**src/rtl/alu_seq_pkg.sv**
```systemverilog
// rtl/alu_seq_pkg.sv - shared types and instruction field positions for alu_op_sequencer
package alu_seq_pkg;

   typedef enum logic [2:0] {
      OP_ADD = 3'b000,
      OP_SUB = 3'b001,
      OP_AND = 3'b010,
      OP_OR  = 3'b011,
      OP_NOT = 3'b100,
      OP_CLR = 3'b101,
      OP_MOV = 3'b110,
      OP_LDI = 3'b111
   } op_e;

   typedef enum logic [1:0] {
      IDLE = 2'd0,
      EXEC = 2'd1,
      RESP = 2'd2
   } state_e;

   localparam int OP_MSB   = 15;
   localparam int OP_LSB   = 13;
   localparam int RD_MSB   = 12;
   localparam int RD_LSB   = 11;
   localparam int RA_MSB   = 10;
   localparam int RA_LSB   = 9;
   localparam int RB_MSB   = 8;
   localparam int RB_LSB   = 7;
   localparam int IMM_MSB  = 8;
   localparam int IMM_LSB  = 0;
   localparam int NUM_REGS = 4;

endpackage

```
**src/rtl/alu_seq_regfile.sv**
```systemverilog
// rtl/alu_seq_regfile.sv - 4-entry register file, two async reads, one sync write, async clear
module alu_seq_regfile
   import alu_seq_pkg::*;
#(
   parameter int DATA_W = 16
) (
   input  logic              clk,
   input  logic              rst_n,
   input  logic              we,
   input  logic [1:0]        waddr,
   input  logic [DATA_W-1:0] wdata,
   input  logic [1:0]        raddr_a,
   output logic [DATA_W-1:0] rdata_a,
   input  logic [1:0]        raddr_b,
   output logic [DATA_W-1:0] rdata_b
);

   logic [DATA_W-1:0] regs [NUM_REGS];

   always_ff @(posedge clk or negedge rst_n) begin
      if (!rst_n) begin
         for (int i = 0; i < NUM_REGS; i++) begin
            regs[i] <= '0;
         end
      end else if (we) begin
         regs[waddr] <= wdata;
      end
   end

   assign rdata_a = regs[raddr_a];
   assign rdata_b = regs[raddr_b];

endmodule

```
**src/rtl/alu_op_sequencer.sv**
```systemverilog
// rtl/alu_op_sequencer.sv - decodes instructions, drives the external ALU, writes back and returns results
// Optional flag outputs flag_z/flag_n are built when ALU_SEQ_FLAGS_EN is defined.
module alu_op_sequencer
   import alu_seq_pkg::*;
#(
   parameter int DATA_W = 16
) (
   input  logic              clk,
   input  logic              rst_n,
   input  logic              in_valid,
   output logic              in_ready,
   input  logic [15:0]       in_instr,
   output logic [DATA_W-1:0] alu_a,
   output logic [DATA_W-1:0] alu_b,
   output logic [2:0]        alu_sel,
   input  logic [DATA_W-1:0] alu_result,
   output logic              res_valid,
   input  logic              res_ready,
   output logic [DATA_W-1:0] res_data,
`ifdef ALU_SEQ_FLAGS_EN
   output logic              flag_z,
   output logic              flag_n,
`endif
   output logic [1:0]        res_rd
);

   state_e            state;
   op_e               op_q;
   logic [1:0]        rd_q;
   logic [8:0]        imm_q;
   logic [DATA_W-1:0] rdata_a;
   logic [DATA_W-1:0] rdata_b;
   logic [DATA_W-1:0] wb_value;
   logic              wb_en;

   // Read ports are addressed straight from the instruction so operands snapshot at accept.
   alu_seq_regfile #(.DATA_W(DATA_W)) u_regfile (
      .clk     (clk),
      .rst_n   (rst_n),
      .we      (wb_en),
      .waddr   (rd_q),
      .wdata   (wb_value),
      .raddr_a (in_instr[RA_MSB:RA_LSB]),
      .rdata_a (rdata_a),
      .raddr_b (in_instr[RB_MSB:RB_LSB]),
      .rdata_b (rdata_b)
   );

   assign wb_en = (state == EXEC);

   always_comb begin
      wb_value = '0;
      if (op_q == OP_LDI) begin
         wb_value[8:0] = imm_q;
      end else begin
         wb_value = alu_result;
      end
   end

   always_ff @(posedge clk or negedge rst_n) begin
      if (!rst_n) begin
         state     <= IDLE;
         in_ready  <= 1'b0;
         res_valid <= 1'b0;
         alu_a     <= '0;
         alu_b     <= '0;
         alu_sel   <= 3'b000;
         res_data  <= '0;
         res_rd    <= 2'd0;
         op_q      <= OP_ADD;
         rd_q      <= 2'd0;
         imm_q     <= 9'd0;
`ifdef ALU_SEQ_FLAGS_EN
         flag_z    <= 1'b0;
         flag_n    <= 1'b0;
`endif
      end else begin
         case (state)
            IDLE: begin
               in_ready <= 1'b1;
               if (in_valid && in_ready) begin
                  alu_sel  <= in_instr[OP_MSB:OP_LSB];
                  alu_a    <= rdata_a;
                  alu_b    <= rdata_b;
                  op_q     <= op_e'(in_instr[OP_MSB:OP_LSB]);
                  rd_q     <= in_instr[RD_MSB:RD_LSB];
                  imm_q    <= in_instr[IMM_MSB:IMM_LSB];
                  in_ready <= 1'b0;
                  state    <= EXEC;
               end
            end
            EXEC: begin
               res_data  <= wb_value;
               res_rd    <= rd_q;
               res_valid <= 1'b1;
`ifdef ALU_SEQ_FLAGS_EN
               flag_z    <= (wb_value == '0);
               flag_n    <= wb_value[DATA_W-1];
`endif
               state     <= RESP;
            end
            RESP: begin
               if (res_ready) begin
                  res_valid <= 1'b0;
                  in_ready  <= 1'b1;
                  state     <= IDLE;
               end
            end
            default: begin
               state    <= IDLE;
               in_ready <= 1'b1;
            end
         endcase
      end
   end

endmodule

```
**config.mk**
```make
export PLATFORM = sky130hd
export DESIGN_NAME = alu_op_sequencer
export DESIGN_NICKNAME = d
export VERILOG_FILES = /design/src/rtl/alu_seq_pkg.sv /design/src/rtl/alu_seq_regfile.sv /design/src/rtl/alu_op_sequencer.sv
export SDC_FILE = /design/constraint.sdc
export NUM_CORES = 1
export LEC_CHECK = 0
export BUFFER_PORTS_ARGS = -buffer_cell sky130_fd_sc_hd__buf_2
export CAP_MARGIN = 20
export CORE_MARGIN = 1.5
export CORE_UTILIZATION = 40
export DETAILED_ROUTE_END_ITERATION = 10
export PLACE_DENSITY = 0.69
export SYNTH_ARGS = -nofsm -noshare
export SYNTH_HDL_FRONTEND = slang
export SYNTH_SLANG_ARGS = --single-unit
```
**constraint.sdc**
```tcl
create_clock -name clk -period 3.7 [get_ports clk]
set_input_delay 0.37 -clock clk [delete_from_list [all_inputs] [get_ports clk]]
set_output_delay 0.37 -clock clk [all_outputs]
set_load 0.03 [all_outputs]
```
=== Word-level counts from Yosys, hierarchy flattened ===
Index checks and enable logic that the tools add are counted.

* Flip-flop bits (word level): 132
* Bits in writable memories: 0
* Input port bits: 36
* ROM bits: 0
* Memories: 0
* Output and inout port bits: 55
* Bits in latches: 0
* Word-level logic and storage cells: 54

* Bitwise logic cells: 4
* Add/sub/neg operators: 0
* Multiplexer cells: 19
* Multiply operators: 0
* $lt $le $gt $ge: 4
* Div/mod/pow operators: 0
* Reductions and logical operators: 8
* Equal/unequal tests: 5
* Shift-type cells: 0

{| class="wikitable"
|+ Operators with widths
! operator !! number
|-
| $mux W16 || 5
|-
| $bmux W16 S2 || 2
|-
| $bwmux W64 || 1
|-
| $demux W16 S2 || 1
|-
| $ge A3 B3 Y1 const B || 3
|-
| $mux W9 || 1
|-
| $not A2 Y3 || 3
|-
| $reduce_and A2 Y1 || 4
|-
| $mux W7 || 1
|-
| $pmux W2 S3 || 1
|-
| $mux W2 || 2
|-
| $ne A2 B2 Y1 const B || 2
|-
| $eq A3 B3 Y1 const B || 1
|-
| $lt A3 B1 Y1 const B || 1
|-
| $mux W1 || 3
|-
| $pmux W1 S3 || 1
|-
| $eq A2 B1 Y1 const B || 1
|-
| $eq A2 B2 Y1 const B || 1
|-
| $logic_and A1 B1 Y1 || 2
|-
| $logic_not A2 Y1 || 1
|-
| $pmux W1 S2 || 1
|-
| $reduce_bool A2 Y1 || 1
|-
| $not A1 Y1 || 1
|}

=== Logic depth before layout (Yosys ltp) ===
* Depth after elaboration: 6
* Mapped depth: 5

=== By module ===
From an unflattened synthesis, not the netlist that was laid out.

* Cell total of the unflattened synthesis: 374
* Area, all modules: 5865.6 µm²

{| class="wikitable"
|+ By module, submodules not included
! module !! cells each !! area an instance (µm²) !! seq. area each (µm²) !! instances
|-
| alu_seq_regfile || 176 || 3174.3 || 1601.5 || 1
|-
| alu_op_sequencer || 198 || 2691.3 || 1701.6 || 1
|}

=== Worst setup path before layout ===
Ideal clock, no wire load.

* Path kind: register to register
* Start: register in_ready
* End: register alu_a[0]
* Path buffers: 2
* Clock period less this slack: 1.585 ns
* Data arrival time: 1.460 ns
* Data required time: 3.575 ns
* Setup time: 0.125 ns
* Setup slack: 2.115 ns
* Cell stages (with the launch flop): 6
* Cells stage by stage: dfrtp_1 -> nand2_1 -> nor3_2 -> buf_4 -> buf_4 -> mux2_2

* Word-level cells in the longest chain between the ends: 2

{| class="wikitable"
|+ RTL lines
! what !! RTL line !! RTL
|-
| start, declared || alu_op_sequencer.sv:11 || <nowiki>output logic in_ready,</nowiki>
|-
| start signal, assigned || alu_op_sequencer.sv:63 || <nowiki>in_ready <= 1'b0;</nowiki>
|-
| start signal, assigned || alu_op_sequencer.sv:80 || <nowiki>in_ready <= 1'b1;</nowiki>
|-
| start signal, assigned || alu_op_sequencer.sv:88 || <nowiki>in_ready <= 1'b0;</nowiki>
|-
| $logic_and A1 B1 Y1 || alu_op_sequencer.sv:81 || <nowiki>if (in_valid && in_ready) begin</nowiki>
|-
| $reduce_and A2 Y1 (no line) || -- ||
|-
| end signal, assigned || alu_op_sequencer.sv:83 || <nowiki>alu_a <= rdata_a;</nowiki>
|-
| end, declared || alu_op_sequencer.sv:13 || <nowiki>output logic [DATA_W-1:0] alu_a,</nowiki>
|}

No other way between the ends.
A chain may end at the register's enable or synchronous reset.

=== Worst setup path in the final report ===
* Start: register op_q[2]
* End: register u_regfile.regs[19] (netlist bit)

* Word-level cells in the longest chain between the ends: 3

{| class="wikitable"
|+ RTL lines
! what !! RTL line !! RTL
|-
| start, declared || alu_op_sequencer.sv:28 || <nowiki>op_e op_q;</nowiki>
|-
| start signal, assigned || alu_op_sequencer.sv:85 || <nowiki>op_q <= op_e'(in_instr[OP_MSB:OP_LSB]);</nowiki>
|-
| $eq A3 B3 Y1 || alu_op_sequencer.sv:53 || <nowiki>if (op_q == OP_LDI) begin</nowiki>
|-
| $mux W9 || alu_op_sequencer.sv:53 ||
|-
| $bwmux W64 || alu_seq_regfile.sv:26 || <nowiki>regs[waddr] <= wdata;</nowiki>
|-
| end signal, assigned by index || alu_seq_regfile.sv:26 ||
|-
| end, declared || alu_seq_regfile.sv:18 || <nowiki>logic [DATA_W-1:0] regs [NUM_REGS];</nowiki>
|}

No other way between the ends.

==> summary.txt <==
Setup path
  • Arr. time, crit path: 2160 ps
  • FF-to-FF Start: op_q[2]
  • R2R Setup Slk: 1790 ps
  • Maximum fanout along the worst path: 16
  • Startpoint types: flop
  • Setup CP Type: reg -> reg
  • FF-to-FF path depth: 3
  • FF-to-FF End: u_regfile.regs[19]
  • WP data required: 3950 ps
  • Critical path capture point type: flop

Die
  • Die H: 123 um
  • Initial cell density of the core: 41.4%
  • Placeable Area: 14000 um^2
  • IO Pins: 91
  • Full die area: 15200 um^2
  • Chip width: 123 um
  • FP Rows: 43

STA
  • Rel. slew slack: 50.7%
  • Clock skew: 7.56 ps
  • Minimum clock period: 1910 ps
  • Unrepaired setup endpoints after global routing: false
  • Hold Fails Final Rpt: 2
  • Slew @ Worst Pin: 718 ps
  • Final period utilization: 51.6%
  • Setup tns final: 0 ps
  • PnR worst setup slack: 1790 ps
  • Endpoints failing setup: 0
  • Fmax: 524 MHz
  • Max Slew Vio Count: 0
  • Fin Hold WS: -3.62 ps

Logic synthesis
  • Syn_nets: 471
  • Post-synthesis adder-cell area fraction: 0%
  • Proportion of synthesized area in mux cells: 24.0%
  • Cell variety after synth: 23
  • Register area share after synthesis: 57.0%
  • Yosys warning count: 0
  • Synth Register Bits: 132
  • Cell count after synthesis: 435
  • Yosys top cell by area: dfrtp_1
  • Largest family of logic cells by synthesized area: multiplexers
  • Synth Area in XOR/XNOR: 0%
  • Mean Syn Cell Area: 13.3 um^2
  • Compound-cell area share of the yosys netlist: 8.23%
  • Simple-gate share of the synthesized area: 7.04%
  • Post-synth top area share: 57.0%
  • Synth Cell Area: 5790 um^2
  • Synth area leaders: dfrtp_1, mux4_2, mux2_2

CTS
  • Clock transition at the registers of the reported paths: 60 ps
  • Hold_buf cts: 0
  • Root buf cell: clkbuf_16
  • Maximum root-to-sink buffer count: 2
  • Clk_lat worst skew: 410 ps
  • Post-cts sizing count: 0
  • H-tree depth: 4
  • Post-CTS Setup Repair Bufs: 0
  • Clk sinks: 132
  • TritonCTS clock tree: done
  • CTS buffer count: 17

Global routing
  • Grt ovf: 0
  • Vias in the first global route: 4044
  • Largest net degree at the start of global routing: 81
  • Total Routing Usage GR: 18.5%
  • Initial antenna violation count: 0
  • First-pass GRT wire length: 21.2 mm

Pwr
  • VDD IR max: 0.000536 V
  • Ratio of total power to cell area: 1010 nW/um^2
  • Power, Total: 7.00 mW
  • Pleak: 3.26 nW

Place
  • Buffers on Ports: 90
  • Routability congestion estimate: 0.775
  • # placed instances: 683
  • Hpwl dp: 8.58 mm
  • Dpl ws: 1760 ps
  • DP Area: 6350 um^2

Routing
  • Post-Route WL: 12.8 mm
  • DR pass1 iterations: 4
  • Wire per inst: 17.9 um
  • Vias/cell: 5.23
  • Starting DRT DRC Count: 199
  • Via count: 3737
  • Post-route ant nets: 0
  • # DRC: 0

Layout
  • Post-layout util: 49.7%
  • Diodes inserted: 0
  • Final #Nets: 558
  • Finished Cell Area: 6950 um^2
  • Final Non-Filler Cells: 714
  • Filler instances: 1254
  • Commonest non-fill, non-tap cell in the layout: dfrtp_1
  • Area of the multi-input gates: 2280 um^2
  • Syn-to-layout area delta: 19.9%
  • Register area: 3300 um^2
  • Commonest cells after routing, fill and taps aside: dfrtp_1, nand2_1, buf_2
  • Share of cells above drive strength 1: 41.8%

Outcome
  • Failing checks: negative hold slack
  • Status: finished with violations

Run
  • Max-cap violations: 0

Worst hold path
  • Worst Hold Class: in -> async
cells in the mapped netlist:
cell	number
buf_6	5
nand4b_1	1
nor3_2	1
clkbuf_1	13
nand2b_1	2
or4b_1	1
buf_4	3
inv_1	2
o21ai_0	65
mux4_1	2
o21ai_1	1
nand3_2	1
mux2_2	40
buf_2	8
mux2i_1	9
buf_12	2
mux4_2	30
dfrtp_1	132
mux2_4	8
o21ai_2	15
a21oi_1	3
nand2_1	89
nand4bb_1	2
registers in the layout (all words and copies together), names as in the netlist:
name and cells:
in_ready 1, state 2, alu_b 16, imm_q 9, op_q 3, u_regfile.regs 64
rd_q 2, res_rd 2, res_valid 1, res_data 16, alu_a 16
final cells by class:
type	instances	area share, %
well taps	180	3.24
clock buffers	21	6.63
clock inverters	10	1.89
repair buffers	99	7.76
inverters	2	0.108
flip-flops and latches	132	47.6
multi-input cells	270	32.8
worst max path at each step:
stage	from	cells past startpoint	to
after CTS	op_q[2]	3	u_regfile.regs[19]
after floorplan	in_ready	5	alu_a[0]
after global routing	op_q[1]	3	u_regfile.regs[35]
after detailed placement	in_instr[7]	3	alu_b[4]
after global placement	state[1]	2	u_regfile.regs[5]
final	op_q[2]	3	u_regfile.regs[19]
logic make-up after synthesis:
kind of cell / Yosys count
simple gates: 97
buf+inv: 33
mux: 89
compound gates: 84
flops: 132
where the power goes:
group	internal, mW	total (mW)	switching (mW)
logic	1.12	2.64	1.52
registers	2.19	2.69	0.504
clock network	1.09	1.67	0.583
total	4.39	7.00	2.61
worst max-delay path, cell delays in order (launching register included):
cell and delay, ps:
dfrtp_1 390, nand3_2 420, mux2i_1 730, o21ai_0 210
per-layer routing:
| metal | track usage, % | part of all wire, % | routed length, um |
|---|---|---|---|
| met1 | 24.0 | 44 | 5630 |
| met2 | 30.8 | 51 | 6470 |
| met3 | 4.24 | 4.3 | 545 |
| met4 | 6.47 | 1.2 | 151 |
| met5 | 0 | 0 | 0 |
Note: power is estimated with default switching activity, not from simulation.
